===== src/rtl/serial_link_bringup_seq.sv =====
// Bring-up sequencer for one serial link instance. It acts as a RegBus master on the
// link's cfg port: it releases reset, enables the clock, configures the channel
// allocator, waits a settle time, removes AXI isolation, then polls ISOLATED until
// it reads clear.
`timescale 1ns/1ps
module serial_link_bringup_seq #(
   parameter int unsigned RegAddrWidth = 32,
   parameter int unsigned RegDataWidth = 32,
   parameter logic [RegAddrWidth-1:0] CtrlOffset       = 32'h0,
   parameter logic [RegAddrWidth-1:0] IsolatedOffset   = 32'h4,
   parameter logic [RegAddrWidth-1:0] AllocTxCfgOffset = 32'h10,
   parameter logic [RegAddrWidth-1:0] AllocRxCfgOffset = 32'h20,
   parameter int unsigned WaitCycles = 50,
   parameter int unsigned MaxPolls   = 1024
) (
   input  logic                      clk_i,
   input  logic                      rst_ni,
   input  logic                      start_i,
   output logic [RegAddrWidth-1:0]   cfg_addr_o,
   output logic                      cfg_write_o,
   output logic [RegDataWidth-1:0]   cfg_wdata_o,
   output logic [RegDataWidth/8-1:0] cfg_wstrb_o,
   output logic                      cfg_valid_o,
   input  logic [RegDataWidth-1:0]   cfg_rdata_i,
   input  logic                      cfg_error_i,
   input  logic                      cfg_ready_i,
   output logic                      busy_o,
   output logic                      done_o,
   output logic                      error_o,
   output logic [1:0]                err_code_o
);

   localparam int unsigned PollW = $clog2(MaxPolls + 1);
   localparam int unsigned WaitW = $clog2(WaitCycles + 1);
   localparam logic [PollW-1:0] PollLast = PollW'(MaxPolls - 1);
   localparam logic [WaitW-1:0] WaitLast = WaitW'(WaitCycles - 1);

   localparam logic [RegDataWidth-1:0] CtrlRst0  = RegDataWidth'(32'h300);
   localparam logic [RegDataWidth-1:0] CtrlRst1  = RegDataWidth'(32'h302);
   localparam logic [RegDataWidth-1:0] CtrlClkEn = RegDataWidth'(32'h303);
   localparam logic [RegDataWidth-1:0] CtrlDeiso = RegDataWidth'(32'h003);
   localparam logic [RegDataWidth-1:0] AllocCfg  = RegDataWidth'(32'h3);

   localparam logic [1:0] ErrBus     = 2'd1;
   localparam logic [1:0] ErrTimeout = 2'd2;

   typedef enum logic [3:0] {
      StIdle, StWRst0, StWRst1, StWClkEn, StWTx, StWRx, StWait, StWDeiso, StRIso, StDone, StErr
   } state_e;

   state_e                      state_q;
   logic [RegAddrWidth-1:0]     addr_q;
   logic                        write_q;
   logic [RegDataWidth-1:0]     wdata_q;
   logic [RegDataWidth/8-1:0]   wstrb_q;
   logic                        valid_q;
   logic                        busy_q;
   logic                        done_q;
   logic                        error_q;
   logic [1:0]                  err_code_q;
   logic [PollW-1:0]            poll_cnt_q;
   logic [WaitW-1:0]            wait_cnt_q;

   // Only the two isolation status bits of ISOLATED are meaningful.
   logic unused_rdata;
   assign unused_rdata = ^cfg_rdata_i[RegDataWidth-1:2];

   // Sequencer FSM; every output is a flop updated here.
   always_ff @(posedge clk_i) begin
      if (!rst_ni) begin
         state_q    <= StIdle;
         addr_q     <= '0;
         write_q    <= 1'b0;
         wdata_q    <= '0;
         wstrb_q    <= '1;
         valid_q    <= 1'b0;
         busy_q     <= 1'b0;
         done_q     <= 1'b0;
         error_q    <= 1'b0;
         err_code_q <= 2'd0;
         poll_cnt_q <= '0;
         wait_cnt_q <= '0;
      end else begin
         wstrb_q <= '1;
         unique case (state_q)
            StIdle, StDone, StErr: begin
               if (start_i) begin
                  state_q    <= StWRst0;
                  valid_q    <= 1'b1;
                  write_q    <= 1'b1;
                  addr_q     <= CtrlOffset;
                  wdata_q    <= CtrlRst0;
                  busy_q     <= 1'b1;
                  done_q     <= 1'b0;
                  error_q    <= 1'b0;
                  err_code_q <= 2'd0;
                  poll_cnt_q <= '0;
                  wait_cnt_q <= '0;
               end
            end
            StWait: begin
               if (wait_cnt_q == WaitLast) begin
                  state_q <= StWDeiso;
                  valid_q <= 1'b1;
                  write_q <= 1'b1;
                  addr_q  <= CtrlOffset;
                  wdata_q <= CtrlDeiso;
               end else begin
                  wait_cnt_q <= wait_cnt_q + WaitW'(1);
               end
            end
            default: begin
               // Request states: advance only on a completed handshake.
               if (valid_q && cfg_ready_i) begin
                  if (cfg_error_i) begin
                     state_q    <= StErr;
                     valid_q    <= 1'b0;
                     busy_q     <= 1'b0;
                     error_q    <= 1'b1;
                     err_code_q <= ErrBus;
                  end else begin
                     case (state_q)
                        StWRst0: begin
                           state_q <= StWRst1;
                           wdata_q <= CtrlRst1;
                        end
                        StWRst1: begin
                           state_q <= StWClkEn;
                           wdata_q <= CtrlClkEn;
                        end
                        StWClkEn: begin
                           state_q <= StWTx;
                           addr_q  <= AllocTxCfgOffset;
                           wdata_q <= AllocCfg;
                        end
                        StWTx: begin
                           state_q <= StWRx;
                           addr_q  <= AllocRxCfgOffset;
                        end
                        StWRx: begin
                           state_q    <= StWait;
                           valid_q    <= 1'b0;
                           wait_cnt_q <= '0;
                        end
                        StWDeiso: begin
                           state_q <= StRIso;
                           write_q <= 1'b0;
                           addr_q  <= IsolatedOffset;
                           wdata_q <= '0;
                        end
                        StRIso: begin
                           if (cfg_rdata_i[1:0] == 2'b00) begin
                              state_q <= StDone;
                              valid_q <= 1'b0;
                              busy_q  <= 1'b0;
                              done_q  <= 1'b1;
                           end else begin
                              poll_cnt_q <= poll_cnt_q + PollW'(1);
                              // Reads reissue back-to-back until the poll budget is spent.
                              if (poll_cnt_q == PollLast) begin
                                 state_q    <= StErr;
                                 valid_q    <= 1'b0;
                                 busy_q     <= 1'b0;
                                 error_q    <= 1'b1;
                                 err_code_q <= ErrTimeout;
                              end
                           end
                        end
                        default: ;
                     endcase
                  end
               end
            end
         endcase
      end
   end

   assign cfg_addr_o  = addr_q;
   assign cfg_write_o = write_q;
   assign cfg_wdata_o = wdata_q;
   assign cfg_wstrb_o = wstrb_q;
   assign cfg_valid_o = valid_q;
   assign busy_o      = busy_q;
   assign done_o      = done_q;
   assign error_o     = error_q;
   assign err_code_o  = err_code_q;

endmodule


===== config.mk =====
export PLATFORM = sky130hd
export DESIGN_NAME = serial_link_bringup_seq
export DESIGN_NICKNAME = d
export VERILOG_FILES = /design/src/rtl/serial_link_bringup_seq.sv
export SDC_FILE = /design/constraint.sdc
export NUM_CORES = 1
export LEC_CHECK = 0
export CAP_MARGIN = 0
export CELL_PAD_IN_SITES_DETAIL_PLACEMENT = 0
export CELL_PAD_IN_SITES_GLOBAL_PLACEMENT = 2
export CORE_MARGIN = 2
export CORE_UTILIZATION = 25
export DETAILED_ROUTE_END_ITERATION = 7
export PLACE_DENSITY = 0.95
export SLEW_MARGIN = 20
export SYNTH_ARGS = -nofsm -noshare
export SYNTH_HDL_FRONTEND = slang
export SYNTH_SLANG_ARGS = --single-unit

===== constraint.sdc =====
create_clock -name clk_i -period 5.3 [get_ports clk_i]
set_clock_uncertainty 0.05 [all_clocks]
set_input_delay 0.53 -clock clk_i [delete_from_list [all_inputs] [get_ports clk_i]]
set_output_delay 0.53 -clock clk_i [all_outputs]
set_load 0.03 [all_outputs]

==> reports/metrics.csv <==
stage;metric;value;unit
place;hpwl;3.87;mm
routing;drt_pass1_iterations;4;
yosys;synth.avg_cell_area;8.05;um2
flow_run;timing.max_cap.violations;0;
clock_network;cts_tree;built;
hold_path;hold_class;flip-flop to flip-flop;
routing;routed_wl;5.27;mm
timing;maxSlewHeadroom;27.8;%
global_route;grt_antenna_before_repair;0;
global_route;grt_pass1_vias;1677;
layout;fin_nets;360;
layout;final_cell_area;2640;um2
global_route;grt_pass1_wl;8.20;mm
die;start_util;25.7;%
timing;hold_viol_final;0;
routing;routedWlPerCell;11.6;um
worst_setup_path;endpoint_kind;flip-flop;
timing;finalSetupViolCount;0;
yosys;async_reset_ff_share;0;%
pwr;p_leak;0.997;nW
clock_network;post_cts_resized;0;
layout;diodes;0;
place;gp_congestion;0.764;
yosys;synth_seq_area_share;27.3;%
timing;holdWs;0.404;ns
die;die_area;10800;um2
worst_setup_path;crit_type;flip-flop to flip-flop;
timing;finalSetupTns;0;ns
worst_setup_path;cp_max_fo;20;
timing;max_freq;334;MHz
clock_network;cts_setup_buffers;0;
clock_network;cts_root_buf;clkbuf_8;
yosys;synth_enable_flop_cells;0;
timing;rsz0062_at_grt;false;
clock_network;clkLatencyLatePin;0.29;ns
worst_setup_path;crit_arrival;3.12;ns
routing;drc;0;
die;die_h;104;um
clock_network;ctsHtreeMaxLevel;2;
routing;vias;1974;
worst_setup_path;cp-start-kind;flip-flop;
yosys;yosys_register_bits;34;
timing;period_minus_slack;2.99;ns
yosys;synthCells;310;
yosys;synth_area;2500;um2
clock_network;clk_pin_slew;0.07;ns
routing;drt_iter0_drc;101;
worst_setup_path;cp.required;5.43;ns
timing;worst_pin_slew;1.08;ns
die;rows;36;
clock_network;cts_buffers;5;
layout;nFillCells;1076;
routing;vias_per_cell;4.35;
global_route;grt_overflow_total;0;
clock_network;ctsHoldBuffers;0;
layout;area_delta_synth_final;5.81;%
clock_network;clock_path_buffers;2;
place;placed_area;2550;um2
yosys;synth.distinct_cells;57;
place;numPortBuffers;20;
timing;drv_slew;0;
die;core_area;9730;um2
pwr;ir_drop;0.000140;V
clock_network;clock_sinks;34;
status;status;complete, no violations;
yosys;synth_flop_cell;dfxtp_1;
timing;finalCritPeriodShare;56.5;%
pwr;p_per_area;480;nW/um2
die;num_io_pins;112;
routing;route.antenna.remaining_nets;0;
global_route;track_usage;9.38;%
global_route;grt_max_degree;21;
die;fp.dieW;104;um
yosys;synth_warnings;0;
layout;drive_gt1_share;6.23;%
[cell usage in the layout (no fill, tap or decap), types with 2 or more instances in the layout]
cell type / instances
nor3_1: 8
clkbuf_8: 6
nand2b_4: 2
o31a_1: 2
dfxtp_1: 34
o221ai_1: 2
nor2_1: 28
and3_1: 2
inv_1: 7
o21a_1: 2
nor2b_1: 4
a211oi_1: 2
o21ai_0: 8
nand2_1: 28
nand2b_1: 4
or3_1: 5
nand3_1: 7
conb_1: 61
xnor2_1: 9
nand4_1: 4
a21oi_1: 20
and2_1: 3
a311oi_1: 5
clkdlybuf4s50_1: 20
xor2_1: 6
nor3b_1: 2
nand3b_1: 2
mux2i_1: 6
o31ai_1: 3
ha_1: 3
[per-stage QoR]
step	util (%)	power, mW	setup slack (ns)	cells
finish	27.1	1.27	2.31	454
global route	27.1	1.35	2.13	454
CTS	27.1	1.28	2.31	454
detailed placement	26.2	1.07	2.29	446
global placement	26.2	1.06	2.36	446
floorplan	-	0.956	3.19	369
[synthesized netlist by cell type (5+ instances only)]
master / number / share of area [%]
a21oi_1: 20 / 4.0
inv_1: 7 / 1.1
nor3_1: 8 / 1.6
nand3_1: 7 / 1.4
a311oi_1: 5 / 1.8
o21ai_0: 8 / 1.6
clkbuf_1: 7 / 1.1
buf_4: 63 / 19
dfxtp_1: 34 / 27
or3_1: 5 / 1.3
nor2_1: 28 / 4.2
xor2_1: 6 / 2.1
nand2_1: 28 / 4.2
mux2i_1: 6 / 2.4
xnor2_1: 9 / 3.2
[worst paths after layout]
check	end	slack [ns]	start	depth (start not counted)
worst min register to register	error_o	0.40	error_o	2
worst max register to register	poll_cnt_q[6]	2.31	state_q[3]	6
worst min-delay path	error_o	0.40	error_o	2
worst max-delay path	poll_cnt_q[6]	2.31	state_q[3]	6
[sequential cells by signal, summed over array words and instances, names as in the netlist]
| signal | count |
|---|---|
| poll_cnt_q | 11 |
| wait_cnt_q | 6 |
| state_q | 4 |
| cfg_addr_o | 3 |
| cfg_wdata_o | 3 |
| err_code_o | 2 |
| busy_o | 1 |
| cfg_valid_o | 1 |
| cfg_write_o | 1 |
| done_o | 1 |
| error_o | 1 |
[cell type report]
cell class	count	area, um2	share of cell area, %
tap	133	166	6.30
clock buffer	7	86.3	3.27
sequential	34	681	25.8
inverter	7	26.3	0.995
timing repair buffer	20	200	7.58
clock inverter	1	5.00	0.189
multi-input combinational	252	1480	55.9
[routing by layer]
metal | track usage, % | part of all wire [%] | vias up
li1 | - | - | 971
met1 | 11.7 | 46 | 932
met2 | 15.3 | 47 | 64
met3 | 2.51 | 6.0 | 7
met4 | 4.05 | 1.5 | 0
met5 | 0 | 0 | -
[where the power goes]
part / switching (mW) / internal, mW
clock network: 0.0960 / 0.105
registers: 0.0686 / 0.304
logic: 0.433 / 0.261
total: 0.598 / 0.669
[worst max-delay path, stage by stage, from the launching register on]
cell and delay, ns:
dfxtp_1 0.75, or3b_4 0.49, and3_1 0.30, a32oi_1 0.86
nor4b_1 0.17, xnor2_1 0.20, nor2_1 0.05
[cells by family (layout without fill, tap and decap cells)]
logic type,Yosys count,in the layout,synth area share [%]
adders and majority gates,4,4,1.90
and+or+nand+nor,108,108,23.6
DFF,34,34,27.3
muxes,6,6,2.41
AOI/OAI and AO/OA,58,58,16.8
other,2,61,0.301
xor gates and xnor gates,15,15,5.26
buffers and inverters,83,35,22.5
Note: power is estimated with default switching activity, not from simulation.
